### config.mk
export PLATFORM = sky130hd
export DESIGN_NAME = axi4_stream_video_out_flat
export DESIGN_NICKNAME = d
export VERILOG_FILES = /design/src/rtl/axi4_stream_video_out_if.sv /design/src/rtl/axi4_stream_video_out.sv /design/src/flat_wrapper.sv
export SDC_FILE = /design/constraint.sdc
export NUM_CORES = 1
export LEC_CHECK = 0
export ABC_AREA = 1
export CAP_MARGIN = 20
export CORE_UTILIZATION = 59
export CTS_BUF_LIST = sky130_fd_sc_hd__clkbuf_4
export DETAILED_ROUTE_END_ITERATION = 12
export GPL_TIMING_DRIVEN = 0
export PLACE_DENSITY = 0.95
export SETUP_SLACK_MARGIN = 0.15
export SLEW_MARGIN = 5
export SYNTH_ARGS = -nofsm -noshare
export SYNTH_HDL_FRONTEND = slang
export SYNTH_SLANG_ARGS = --single-unit
### constraint.sdc
create_clock -name clk_i -period 2.95 [get_ports clk_i]
set_clock_uncertainty 0.05 [all_clocks]
set_input_delay 0.59 -clock clk_i [delete_from_list [all_inputs] [get_ports clk_i]]
set_output_delay 0.59 -clock clk_i [all_outputs]
set_load 0.005 [all_outputs]
### src/rtl/axi4_stream_video_out_if.sv
// AXI4-Stream video link between the frame buffer read side and the
// display output stage. tuser[0] marks start of frame, tlast marks end of line.
interface axi4_stream_if #(
  parameter int TDATA_WIDTH = 16,
  parameter int TUSER_WIDTH = 1
);
  logic                   tvalid;
  logic                   tready;
  logic [TDATA_WIDTH-1:0] tdata;
  logic [TUSER_WIDTH-1:0] tuser;
  logic                   tlast;

  modport master (output tvalid, output tdata, output tuser, output tlast, input tready);
  modport slave  (input tvalid, input tdata, input tuser, input tlast, output tready);
endinterface

### src/rtl/axi4_stream_video_out.sv
// Display output stage: free-running raster generator that locks the
// incoming AXI4-Stream video onto the raster at start of frame, blanks and
// unlocks on underflow or framing errors, and re-locks at the next frame.
module axi4_stream_video_out #(
  parameter int PX_WIDTH     = 10,
  parameter int TDATA_WIDTH  = 16,
  parameter int FRAME_RES_X  = 1920,
  parameter int FRAME_RES_Y  = 1080,
  parameter int TOTAL_X      = 2200,
  parameter int TOTAL_Y      = 1125,
  parameter int H_SYNC_START = 2008,
  parameter int H_SYNC_LEN   = 44,
  parameter int V_SYNC_START = 1084,
  parameter int V_SYNC_LEN   = 5
) (
  input  logic                clk_i,
  input  logic                rst_i,
  axi4_stream_if.slave        video_i,
  output logic [PX_WIDTH-1:0] px_data_o,
  output logic                de_o,
  output logic                hs_o,
  output logic                vs_o,
  output logic                locked_o,
  output logic                underflow_o,
  output logic                err_o
);

  localparam int HW = (TOTAL_X > 1) ? $clog2(TOTAL_X) : 1;
  localparam int VW = (TOTAL_Y > 1) ? $clog2(TOTAL_Y) : 1;

  // Raster limits kept 32 bits wide so that sync window ends equal to a
  // power-of-two total still compare correctly against the counters.
  localparam logic [31:0] LP_RES_X    = 32'(FRAME_RES_X);
  localparam logic [31:0] LP_RES_Y    = 32'(FRAME_RES_Y);
  localparam logic [31:0] LP_LAST_X   = 32'(TOTAL_X - 1);
  localparam logic [31:0] LP_LAST_Y   = 32'(TOTAL_Y - 1);
  localparam logic [31:0] LP_HS_START = 32'(H_SYNC_START);
  localparam logic [31:0] LP_HS_END   = 32'(H_SYNC_START + H_SYNC_LEN);
  localparam logic [31:0] LP_VS_START = 32'(V_SYNC_START);
  localparam logic [31:0] LP_VS_END   = 32'(V_SYNC_START + V_SYNC_LEN);

  typedef enum logic {
    SEEK_SOF = 1'b0,
    STREAM   = 1'b1
  } state_t;

  state_t              r_state;
  logic [HW-1:0]       r_h_cnt;
  logic [VW-1:0]       r_v_cnt;
  logic [PX_WIDTH-1:0] r_px_data;
  logic                r_de;
  logic                r_hs;
  logic                r_vs;
  logic                r_locked;
  logic                r_underflow;
  logic                r_err;

  logic [31:0]         w_h_ext;
  logic [31:0]         w_v_ext;
  logic                w_h_wrap;
  logic                w_v_wrap;
  logic                w_active;
  logic                w_origin;
  logic                w_line_end;
  logic                w_hs;
  logic                w_vs;
  logic                w_sof;
  logic                w_tready;
  logic                w_frame_err;
  logic                w_unused;

  assign w_h_ext    = 32'(r_h_cnt);
  assign w_v_ext    = 32'(r_v_cnt);
  assign w_h_wrap   = (w_h_ext == LP_LAST_X);
  assign w_v_wrap   = (w_v_ext == LP_LAST_Y);
  assign w_active   = (w_h_ext < LP_RES_X) && (w_v_ext < LP_RES_Y);
  assign w_origin   = (r_h_cnt == '0) && (r_v_cnt == '0);
  assign w_line_end = (w_h_ext == LP_RES_X - 32'd1);
  assign w_hs       = (w_h_ext >= LP_HS_START) && (w_h_ext < LP_HS_END);
  assign w_vs       = (w_v_ext >= LP_VS_START) && (w_v_ext < LP_VS_END);

  // Only the low PX_WIDTH bits of tdata carry pixel data.
  assign w_unused = ^video_i.tdata[TDATA_WIDTH-1:0];

  // A start-of-frame beat may only be taken exactly at raster origin.
  assign w_sof = w_origin & video_i.tvalid & video_i.tuser[0];

  // A beat is misframed if it claims SOF away from the origin or its
  // end-of-line marker disagrees with the raster column.
  assign w_frame_err = (video_i.tuser[0] & ~w_origin) | (video_i.tlast != w_line_end);

  // Ready: while seeking, drain non-SOF beats and hold a SOF until origin;
  // while streaming, pull exactly one beat per active pixel. Reset forces 0.
  always_comb begin
    w_tready = 1'b0;
    if (!rst_i) begin
      case (r_state)
        SEEK_SOF: w_tready = video_i.tvalid & (~video_i.tuser[0] | w_origin);
        STREAM:   w_tready = w_active;
        default:  w_tready = 1'b0;
      endcase
    end
  end

  assign video_i.tready = w_tready;

  // Free-running raster counters, independent of the stream.
  always_ff @(posedge clk_i or posedge rst_i) begin
    if (rst_i) begin
      r_h_cnt <= '0;
      r_v_cnt <= '0;
    end else if (w_h_wrap) begin
      r_h_cnt <= '0;
      r_v_cnt <= w_v_wrap ? '0 : r_v_cnt + 1'b1;
    end else begin
      r_h_cnt <= r_h_cnt + 1'b1;
    end
  end

  // Timing outputs registered from the current raster position.
  always_ff @(posedge clk_i or posedge rst_i) begin
    if (rst_i) begin
      r_de <= 1'b0;
      r_hs <= 1'b0;
      r_vs <= 1'b0;
    end else begin
      r_de <= w_active;
      r_hs <= w_hs;
      r_vs <= w_vs;
    end
  end

  // Lock FSM with registered pixel, lock flag and error pulses; locked
  // reflects the state being entered so it lines up with the pixel.
  always_ff @(posedge clk_i or posedge rst_i) begin
    if (rst_i) begin
      r_state     <= SEEK_SOF;
      r_px_data   <= '0;
      r_locked    <= 1'b0;
      r_underflow <= 1'b0;
      r_err       <= 1'b0;
    end else begin
      r_px_data   <= '0;
      r_underflow <= 1'b0;
      r_err       <= 1'b0;
      case (r_state)
        SEEK_SOF: begin
          if (w_sof) begin
            r_px_data <= video_i.tdata[PX_WIDTH-1:0];
            r_state   <= STREAM;
            r_locked  <= 1'b1;
          end else begin
            r_locked  <= 1'b0;
          end
        end
        STREAM: begin
          r_locked <= 1'b1;
          if (w_active) begin
            if (!video_i.tvalid) begin
              // Underflow wins: nothing was accepted, so no framing check.
              r_underflow <= 1'b1;
              r_state     <= SEEK_SOF;
              r_locked    <= 1'b0;
            end else begin
              r_px_data <= video_i.tdata[PX_WIDTH-1:0];
              if (w_frame_err) begin
                r_err    <= 1'b1;
                r_state  <= SEEK_SOF;
                r_locked <= 1'b0;
              end
            end
          end
        end
        default: begin
          r_state  <= SEEK_SOF;
          r_locked <= 1'b0;
        end
      endcase
    end
  end

  assign px_data_o   = r_px_data;
  assign de_o        = r_de;
  assign hs_o        = r_hs;
  assign vs_o        = r_vs;
  assign locked_o    = r_locked;
  assign underflow_o = r_underflow;
  assign err_o       = r_err;

endmodule
### src/flat_wrapper.sv
// flat-port wrapper written by rule: the top's interface ports become plain ports
module axi4_stream_video_out_flat 
#(
  parameter int PX_WIDTH     = 10,
  parameter int TDATA_WIDTH  = 16,
  parameter int FRAME_RES_X  = 1920,
  parameter int FRAME_RES_Y  = 1080,
  parameter int TOTAL_X      = 2200,
  parameter int TOTAL_Y      = 1125,
  parameter int H_SYNC_START = 2008,
  parameter int H_SYNC_LEN   = 44,
  parameter int V_SYNC_START = 1084,
  parameter int V_SYNC_LEN   = 5
)
  (clk_i, rst_i, px_data_o, de_o, hs_o, vs_o, locked_o, underflow_o, err_o, video_i_tvalid, video_i_tdata, video_i_tuser, video_i_tlast, video_i_tready);
  axi4_stream_if #(.TDATA_WIDTH(TDATA_WIDTH)) video_i_i ();
  input  logic clk_i;
  input  logic rst_i;
  output logic [PX_WIDTH-1:0] px_data_o;
  output logic de_o;
  output logic hs_o;
  output logic vs_o;
  output logic locked_o;
  output logic underflow_o;
  output logic err_o;
  input wire logic [$bits(video_i_i.tvalid)-1:0] video_i_tvalid;
  input wire logic [$bits(video_i_i.tdata)-1:0] video_i_tdata;
  input wire logic [$bits(video_i_i.tuser)-1:0] video_i_tuser;
  input wire logic [$bits(video_i_i.tlast)-1:0] video_i_tlast;
  output wire logic [$bits(video_i_i.tready)-1:0] video_i_tready;
  assign video_i_i.tvalid = video_i_tvalid;
  assign video_i_i.tdata = video_i_tdata;
  assign video_i_i.tuser = video_i_tuser;
  assign video_i_i.tlast = video_i_tlast;
  assign video_i_tready = video_i_i.tready;
  axi4_stream_video_out #(.PX_WIDTH(PX_WIDTH), .TDATA_WIDTH(TDATA_WIDTH), .FRAME_RES_X(FRAME_RES_X), .FRAME_RES_Y(FRAME_RES_Y), .TOTAL_X(TOTAL_X), .TOTAL_Y(TOTAL_Y), .H_SYNC_START(H_SYNC_START), .H_SYNC_LEN(H_SYNC_LEN), .V_SYNC_START(V_SYNC_START), .V_SYNC_LEN(V_SYNC_LEN)) u_core (.clk_i(clk_i), .rst_i(rst_i), .video_i(video_i_i), .px_data_o(px_data_o), .de_o(de_o), .hs_o(hs_o), .vs_o(vs_o), .locked_o(locked_o), .underflow_o(underflow_o), .err_o(err_o));
endmodule
==> out/metrics.yaml, run 1 <==
status: "finished clean"
grt_first_pass_wirelength_um: 7780
ys_types: 32
drive_gt1_share_pct: 11.2
synthArstFlopShare_pct: 100
worst-setup-path-type: "reg -> out"
drc_errors: 0
pwr_density_cell_nw_per_um2: 320
syn_nets: 288
synthFlopType: "dfrtp_1"
hold_viol_final: 0
start_util_pct: 63.2
critPathMaxFanout: 3
io_pins: 38
grt_usage_pct: 25.7
cts_tree: "done"
finalInstanceArea_um2: 2600
arrival_ns: 1.98
p_leak_uw: 0.00126
synthTopCellsByArea: "dfrtp_1 45%, nand2_1 7.4%, inv_1 6.4%"
clock_latency_ns: 0.35
n_antenna_cell: 0
grt_pass1_vias: 1746
worst_pin_slew_ns: 0.773
num_vias: 1864
area_growth_pct: 19.6
dieArea_um2: 3940
cts_buffers: 5
clk_pin_slew_ns: 0.10
htree_levels: 2
first_pass_iters: 5
ir_drop_mv: 0.263
nets: 327
setup_tns_ns: 0
place_hpwl_um: 3440
post-route-min-period_ns: 2.62
end_kind: "output pin"
drtIter0Drc: 104
ant_nets: 0
syn-cell-area_um2: 2180
drv_cap: 0
n_fill_cell: 226
antenna_found_initial: 0
grt_setup_unrepaired: "false"
slew_viol_final: 0
synth.most_common_cell: "nand2_1"
postRouteWirelength_um: 4530
yosysWarningCount: 0
crit_path_start_kind: "flip-flop"
yosysTopAreaCell: "dfrtp_1"
routed_via_density: 5.34
synth_cells: 263
grt_overflow: 0
cp.required_ns: 2.31
wl_per_cell_um: 13.0
cts.sinks: 39
synth_edf_count: 0
synth.ff_latch_count: 39
die_y_um: 62.7
routabilityCongestion: 0.931
cts_hold_buf: 0
portBuffers: 31
cts_root_buf: "clkbuf_4"
setup_viol: 0
synth.top_cell.area_share_pct: 44.8
rows: 21
max_freq_ghz: 0.381
die_w_um: 62.7
grt_max_degree: 40
coreArea_um2: 3440
place_area_um2: 2540
ys_top_cells_by_count: "43 x nand2_1, 39 x dfrtp_1, 37 x inv_1, 33 x nor2_1, 23 x nand3_1"
fin_crit_sh_pct: 88.9
ctsLongestPathBuffers: 2
syn_area_per_cell_um2: 8.28
hold_path.class: "reg -> reg"
maxSlewHeadroom_pct: 48.4
ys_seq_area_share_pct: 44.8
path summary, 6_finish.rpt:
check / from / to / slack (ns) / cells past startpoint
min reg2reg: u_core.r_v_cnt[8] / u_core.r_v_cnt[8] / 0.49 / 1
max reg2reg: u_core.r_h_cnt[0] / u_core.r_v_cnt[2] / 1.24 / 6
max in group asynchronous: rst_i / u_core.px_data_o[8] / 1.68 / 2
min in group asynchronous: rst_i / u_core.r_h_cnt[10] / 0.69 / 2
min: u_core.r_v_cnt[8] / u_core.r_v_cnt[8] / 0.49 / 1
max: u_core.r_v_cnt[1] / video_i_tready / 0.33 / 11
report_power, final:
part	switching [uW]	internal (uW)
logic	17.0	20.3
clock network	164	97.5
registers	0	534
total	181	652
critical path, cell delays in order, from the launching register on:
cell and delay (ns):
dfrtp_1 0.41, inv_1 0.10, ha_1 0.18, inv_1 0.07, nor2_1 0.09, nand2_1 0.05
nor2_1 0.08, nand3_1 0.09, nand2_1 0.11, nand2_1 0.07, a21oi_1 0.14, dlygate4sd2_1 0.26
logic make-up (layout without fill, tap and decap cells):
| group | count (synthesis) | in the layout | synth area share (%) |
|---|---|---|---|
| DFF | 39 | 39 | 44.8 |
| and+or+nand+nor | 137 | 137 | 32.4 |
| xor gates and xnor gates | 9 | 9 | 3.62 |
| adders and majority gates | 4 | 4 | 2.30 |
| buffers and inverters | 46 | 86 | 8.85 |
| AOI/OAI and AO/OA | 28 | 28 | 8.05 |
timing repair:
item | CTS | global route
buffers inserted | 1 | 0
setup endpoints to repair | 1 | 0
gates resized for setup | 2 | 0
endpoints found under the hold margin | 0 | 0
layout by cell type (no fill, tap or decap), drive strengths merged, types with 3 or more instances in the layout:
cell type | netlist | final
ha | 4 | 4
nand2 | 46 | 46
clkdlybuf4s50 | 0 | 30
o21ai | 9 | 9
nand3 | 25 | 25
nor2 | 38 | 38
inv | 41 | 41
dfrtp | 39 | 39
a21oi | 6 | 6
nor4 | 4 | 4
a21boi | 10 | 10
nand4 | 4 | 4
nor3 | 18 | 18
xor2 | 8 | 8
buf | 4 | 5
clkinv | 1 | 3
clkbuf | 0 | 6
metal layers:
layer  part of all wire [%]  global-route usage (%)
met5                      0                       0
met1                     43                    32.2
met4                    1.3                    9.59
met2                     50                    43.6
met3                    5.6                    5.29
through the flow:
stage               hold WS [ns]  setup slack (ns)  total power (uW)  std cells  utilization, %
finish                     0.490             0.328               833        349            75.6
global route               0.528             0.189               866        349            75.6
CTS                        0.485             0.330               836        349            75.6
detailed placement         0.471             0.215               583        340            73.9
global placement           0.460             0.251               582        340            73.9
floorplan                  0.434              1.07               559        263               -
cell type report:
class                      instances  area, um2  share of cell area [%]
multi-input combinational        178       1010                    38.7
clock inverter                     2       7.51                   0.288
tap                               46       57.6                    2.21
inverter                          42        158                    6.05
buffer                             4       35.0                    1.35
sequential                        39        976                    37.5
timing repair buffer              32        317                    12.2
clock buffer                       6       45.0                    1.73
registers in the layout (all words and copies together) (netlist names):
register,cells
u_core.err_o,1
u_core.vs_o,1
u_core.r_v_cnt,11
u_core.hs_o,1
u_core.underflow_o,1
u_core.r_h_cnt,12
u_core.de_o,1
u_core.px_data_o,10
u_core.r_state,1
Note: power is estimated with default switching activity, not from simulation.
==> run 2, diff against run 1 <==
- SLEW_MARGIN: 5 -> 25
==> run 2 against run 1 <==
Cell count up 0.57%. Design area up 2.4%. Flip-flop and latch count unchanged. Sequential power about the same.
==> out/metrics.yaml, run 2 (same netlist as run 1, synthesis figures left out) <==
slew_viol_final: 0  # unchanged
place_hpwl_um: 3520  # was 3440 um
pre_cts_slack_ns: 0.210  # was 0.215 ns
place_area_um2: 2570  # was 2540 um2
grt_first_pass_wirelength_um: 8310  # was 7780 um
ctsLongestPathBuffers: 2  # unchanged
finalInstanceArea_um2: 2670  # was 2600 um2
status: "finished clean"  # unchanged
drv_cap: 0  # unchanged
end_kind: "output pin"  # unchanged
layout_commonest_cell: "nand2_1"  # unchanged
top_register: "u_core.r_h_cnt"  # unchanged
first_pass_iters: 4  # was 5
rows: 21  # unchanged
p_leak_uw: 0.00129  # was 0.00126 uW
grt_setup_unrepaired: "false"  # unchanged
drc_errors: 0  # unchanged
cp.required_ns: 2.31  # about the same
multi_input_area_um2: 1010  # about the same
die_y_um: 62.7  # unchanged
ff_latch_area_um2: 976  # unchanged
cts_tree: "done"  # unchanged
htree_levels: 2  # unchanged
setup_slack_ns: 0.331  # was 0.328 ns
area_growth_pct: 22.4  # was 19.6%
cts.sinks: 39  # unchanged
post-route-min-period_ns: 2.62  # about the same
nets: 329  # was 327
ir_drop_mv: 0.463  # was 0.263 mV
cts_root_buf: "clkbuf_4"  # unchanged
n_antenna_cell: 0  # unchanged
maxSlewHeadroom_pct: 71.0  # was 48.4%
die_w_um: 62.7  # unchanged
drive_gt1_share_pct: 12.5  # was 11.2%
clock_latency_ns: 0.35  # about the same
num_vias: 1901  # was 1864
clk_pin_slew_ns: 0.11  # was 0.10 ns
final_cell_mix: "42 x nand2_1, 39 x dfrtp_1, 35 x inv_1"  # was 43 x nand2_1, 39 x dfrtp_1, 35 x inv_1
critPathMaxFanout: 5  # was 3
setup_tns_ns: 0  # unchanged
crit_path_start_kind: "flip-flop"  # unchanged
cts_hold_buf: 0  # unchanged
worst-setup-path-type: "reg -> out"  # unchanged
start_util_pct: 63.2  # unchanged
coreArea_um2: 3440  # unchanged
dieArea_um2: 3940  # unchanged
largest_register_ff_count: 12  # unchanged
max_freq_ghz: 0.382  # was 0.381 GHz
n_fill_cell: 227  # was 226
routed_via_density: 5.42  # was 5.34
grt_overflow: 0  # unchanged
setup_viol: 0  # unchanged
drtIter0Drc: 142  # was 104
grt_pass1_vias: 1856  # was 1746
worst_pin_slew_ns: 0.434  # was 0.773 ns
ant_nets: 0  # unchanged
hold_viol_final: 0  # unchanged
portBuffers: 31  # unchanged
fin_crit_sh_pct: 88.8  # was 88.9%
arrival_ns: 1.98  # about the same
postRouteWirelength_um: 4720  # was 4530 um
antenna_found_initial: 0  # unchanged
pwr_density_cell_nw_per_um2: 348  # was 320 nW/um2
wl_per_cell_um: 13.4  # was 13.0 um
grt_max_degree: 21  # was 40
cts_buffers: 5  # unchanged
fin_util_pct: 77.4  # was 75.6%
hold_path.class: "reg -> reg"  # unchanged
grt_usage_pct: 27.7  # was 25.7%
io_pins: 38  # unchanged
routabilityCongestion: 0.931  # unchanged
-- run 2: cell type report --
class | instances | share of cell area [%]
well taps | 46 | 2.16
plain buffers | 4 | 1.31
clock buffers | 5 | 1.41
repair buffers | 34 | 13.2
multi-input cells | 178 | 37.9
clock inverters | 3 | 1.46
inverters | 42 | 5.92
flip-flops and latches | 39 | 36.6
-- run 2: worst max-delay path, cell delays in order, from the launching register on --
cell	delay [ns]
dfrtp_1	0.41
inv_2	0.09
ha_1	0.17
inv_1	0.07
nor2_1	0.09
nand2_1	0.05
nor2_1	0.08
nand3_1	0.11
nand2_2	0.11
nand2_1	0.06
a21oi_1	0.14
dlygate4sd2_1	0.24
-- run 2: metal layers --
metal  vias up  wire length [um]  global-route usage, %
li1        932                 -                      -
met1       882              1960                   33.2
met2        73              2340                   45.8
met3        14               275                   6.39
met4         0               146                   15.4
met5         -                 0                      0
-- run 2: worst paths after layout --
path                                        start                   to  slack, ns  depth (start not counted)
worst min register to register  u_core.r_v_cnt[8]    u_core.r_v_cnt[8]       0.49                          1
worst max-delay path            u_core.r_v_cnt[0]       video_i_tready       0.33                         11
worst min-delay path            u_core.r_v_cnt[8]    u_core.r_v_cnt[8]       0.49                          1
min in group asynchronous                   rst_i  u_core.px_data_o[2]       0.52                          2
worst max register to register  u_core.r_h_cnt[0]    u_core.r_v_cnt[2]       1.22                          6
max in group asynchronous                   rst_i    u_core.r_h_cnt[1]       1.88                          3
-- run 2: repair_timing --
action / CTS / global route
endpoints found under the hold margin: 0 / 0
buffers inserted: 2 / 0
endpoints found under the setup margin: 1 / 0
resized for setup: 3 / 0
-- run 2: where the power goes --
group	switching, uW	internal [uW]
Sequential	0	534
Combinational	18.7	24.2
Clock	176	174
Total	195	733
-- run 2: metrics by stage --
step,hold WS [ns],cells,power (uW)
CTS,0.488,351,936
finish,0.490,351,928
floorplan,0.434,263,559
detailed placement,0.470,341,588
global route,0.514,351,967
global placement,0.460,340,582
==> run 3, diff against run 2 <==
--- a/constraint.sdc
+++ b/constraint.sdc
@@ -3,3 +3,3 @@
 set_input_delay 0.59 -clock clk_i [delete_from_list [all_inputs] [get_ports clk_i]]
 set_output_delay 0.59 -clock clk_i [all_outputs]
-set_load 0.005 [all_outputs]
+set_load 0.01 [all_outputs]
==> run 3 against run 2 <==
Worst setup slack got worse by 0.030 ns. Critical path depth unchanged. Combinational power about the same. Sequential power about the same. Routed wire length decreased by 1.0%. Cell count decreased by 0.57%. Maximum frequency decreased by 1.1%. Clock-buffer cell count unchanged. Core utilization decreased by 0.47 points. Critical endpoint unchanged. Largest cell class unchanged.
==> out/metrics.yaml, run 3 (same netlist as run 1, synthesis figures left out) <==
status: "finished clean"  # unchanged
worst_pin_slew_ns: 0.434  # about the same
ant_nets: 0  # unchanged
nets: 327  # was 329
arrival_ns: 2.01  # was 1.98 ns
first_pass_iters: 4  # unchanged
grt_max_degree: 21  # unchanged
grt_overflow: 0  # unchanged
grt_setup_unrepaired: "false"  # unchanged
num_vias: 1871  # was 1901
ir_drop_mv: 0.463  # about the same
cts_root_buf: "clkbuf_4"  # unchanged
n_antenna_cell: 0  # unchanged
hold_viol_final: 0  # unchanged
place_hpwl_um: 3520  # unchanged
io_pins: 38  # unchanged
dieArea_um2: 3940  # unchanged
crit_chain: "inv_2, ha_1, inv_1, nor2_1, nand2_1, nor2_1, nand3_1, nand2_1, nand2_1, a21oi_1, clkdlybuf4s15_1"  # was inv_2, ha_1, inv_1, nor2_1, nand2_1, nor2_1, nand3_1, nand2_2, nand2_1, a21oi_1, dlygate4sd2_1
grt_pass1_vias: 1833  # was 1856
top_register: "u_core.r_h_cnt"  # unchanged
grt_first_pass_wirelength_um: 8200  # was 8310 um
ctsLongestPathBuffers: 2  # unchanged
rows: 21  # unchanged
cts_buffers: 5  # unchanged
antenna_found_initial: 0  # unchanged
drc_errors: 0  # unchanged
fin_crit_sh_pct: 89.8  # was 88.8%
routabilityCongestion: 0.931  # unchanged
htree_levels: 2  # unchanged
postCtsSetupBuffers: 0  # was 2
slew_viol_final: 0  # unchanged
drive_gt1_share_pct: 11.6  # was 12.5%
hold_path.class: "reg -> reg"  # unchanged
path_delay_family: "simple AND/OR/NAND/NOR gates"  # unchanged
start_util_pct: 63.2  # unchanged
coreArea_um2: 3440  # unchanged
clk_pin_slew_ns: 0.11  # about the same
cts.sinks: 39  # unchanged
pwr_density_cell_nw_per_um2: 351  # was 348 nW/um2
critPathMostFrequentCell: "nand2_1"
cts_tree: "done"  # unchanged
post-route-min-period_ns: 2.65  # was 2.62 ns
whs_ns: 0.491  # was 0.490 ns
routed_via_density: 5.36  # was 5.42
max_freq_ghz: 0.378  # was 0.382 GHz
worst-setup-path-type: "reg -> out"  # unchanged
drtIter0Drc: 111  # was 142
area_growth_pct: 21.7  # was 22.4%
cp.required_ns: 2.31  # about the same
critPathMaxFanout: 5  # unchanged
layout_commonest_cell: "nand2_1"  # unchanged
path_buf_inv: 3  # unchanged
largest_register_ff_count: 12  # unchanged
wl_per_cell_um: 13.4  # about the same
end_kind: "output pin"  # unchanged
max_stage_delay_ns: 0.42  # was 0.41 ns
maxSlewHeadroom_pct: 71.0  # about the same
slowest_stage: "dfrtp_1"  # unchanged
die_y_um: 62.7  # unchanged
postRouteWirelength_um: 4670  # was 4720 um
p_leak_uw: 0.00128  # was 0.00129 uW
setup_tns_ns: 0  # unchanged
final_cell_mix: "43 x nand2_1, 39 x dfrtp_1, 35 x inv_1"  # was 42 x nand2_1, 39 x dfrtp_1, 35 x inv_1
grt_usage_pct: 27.3  # was 27.7%
clock_latency_ns: 0.35  # about the same
setup_viol: 0  # unchanged
crit_path_start_kind: "flip-flop"  # unchanged
die_w_um: 62.7  # unchanged
portBuffers: 31  # unchanged
drv_cap: 0  # unchanged
run 3: changes by cell type in the layout (fill, tap and decap cells not counted), sizes merged:
cell / before / now
buf: 7 / 5
clkdlybuf4s15: 0 / 1
dlygate4sd2: 1 / 0
run 3: worst paths after layout:
| path | to | from | slack [ns] | cells past startpoint |
|---|---|---|---|---|
| worst max-delay path | video_i_tready | u_core.r_v_cnt[0] | 0.30 | 11 |
| worst min-delay path | u_core.r_v_cnt[8] | u_core.r_v_cnt[8] | 0.49 | 1 |
| worst max register to register | u_core.r_v_cnt[2] | u_core.r_h_cnt[0] | 1.20 | 6 |
| worst min register to register | u_core.r_v_cnt[8] | u_core.r_v_cnt[8] | 0.49 | 1 |
| max in group asynchronous | u_core.r_h_cnt[1] | rst_i | 1.88 | 3 |
| min in group asynchronous | u_core.px_data_o[2] | rst_i | 0.52 | 2 |
run 3: power by group:
part | internal, uW | leakage (uW) | switching, uW
combinational | 24.1 | 0.000711 | 18.7
sequential | 534 | 0.000525 | 0
clock | 174 | 0.0000426 | 178
total | 733 | 0.00128 | 196
run 3: repair_timing:
action,CTS,global route
resized for setup,1,2
cloned,0,0
endpoints found under the setup margin,1,1
hold buffers,0,0
run 3: routing by layer:
layer  global-route usage, %  wire length, um
met1                    32.9             2020
met4                    14.8              129
met3                    6.20              255
met2                    45.2             2260
met5                       0                0
run 3: stage by stage:
step | utilization, % | worst slack [ns] | total power (uW) | area, um2 | cells
floorplan | - | 0.999 | 559 | 2180 | 263
global placement | 73.9 | 0.216 | 582 | 2540 | 340
detailed placement | 74.7 | 0.174 | 588 | 2570 | 341
CTS | 76.9 | 0.221 | 936 | 2650 | 349
global route | 77.0 | 0.158 | 967 | 2650 | 349
finish | 77.0 | 0.302 | 929 | 2650 | 349
run 3: cell type report:
type	count	area, um2
flip-flops and latches	39	976
repair buffers	32	338
clock inverters	3	38.8
fillers	226	793
inverters	42	158
plain buffers	4	35.0
clock buffers	5	37.5
well taps	46	57.6
multi-input cells	178	1010
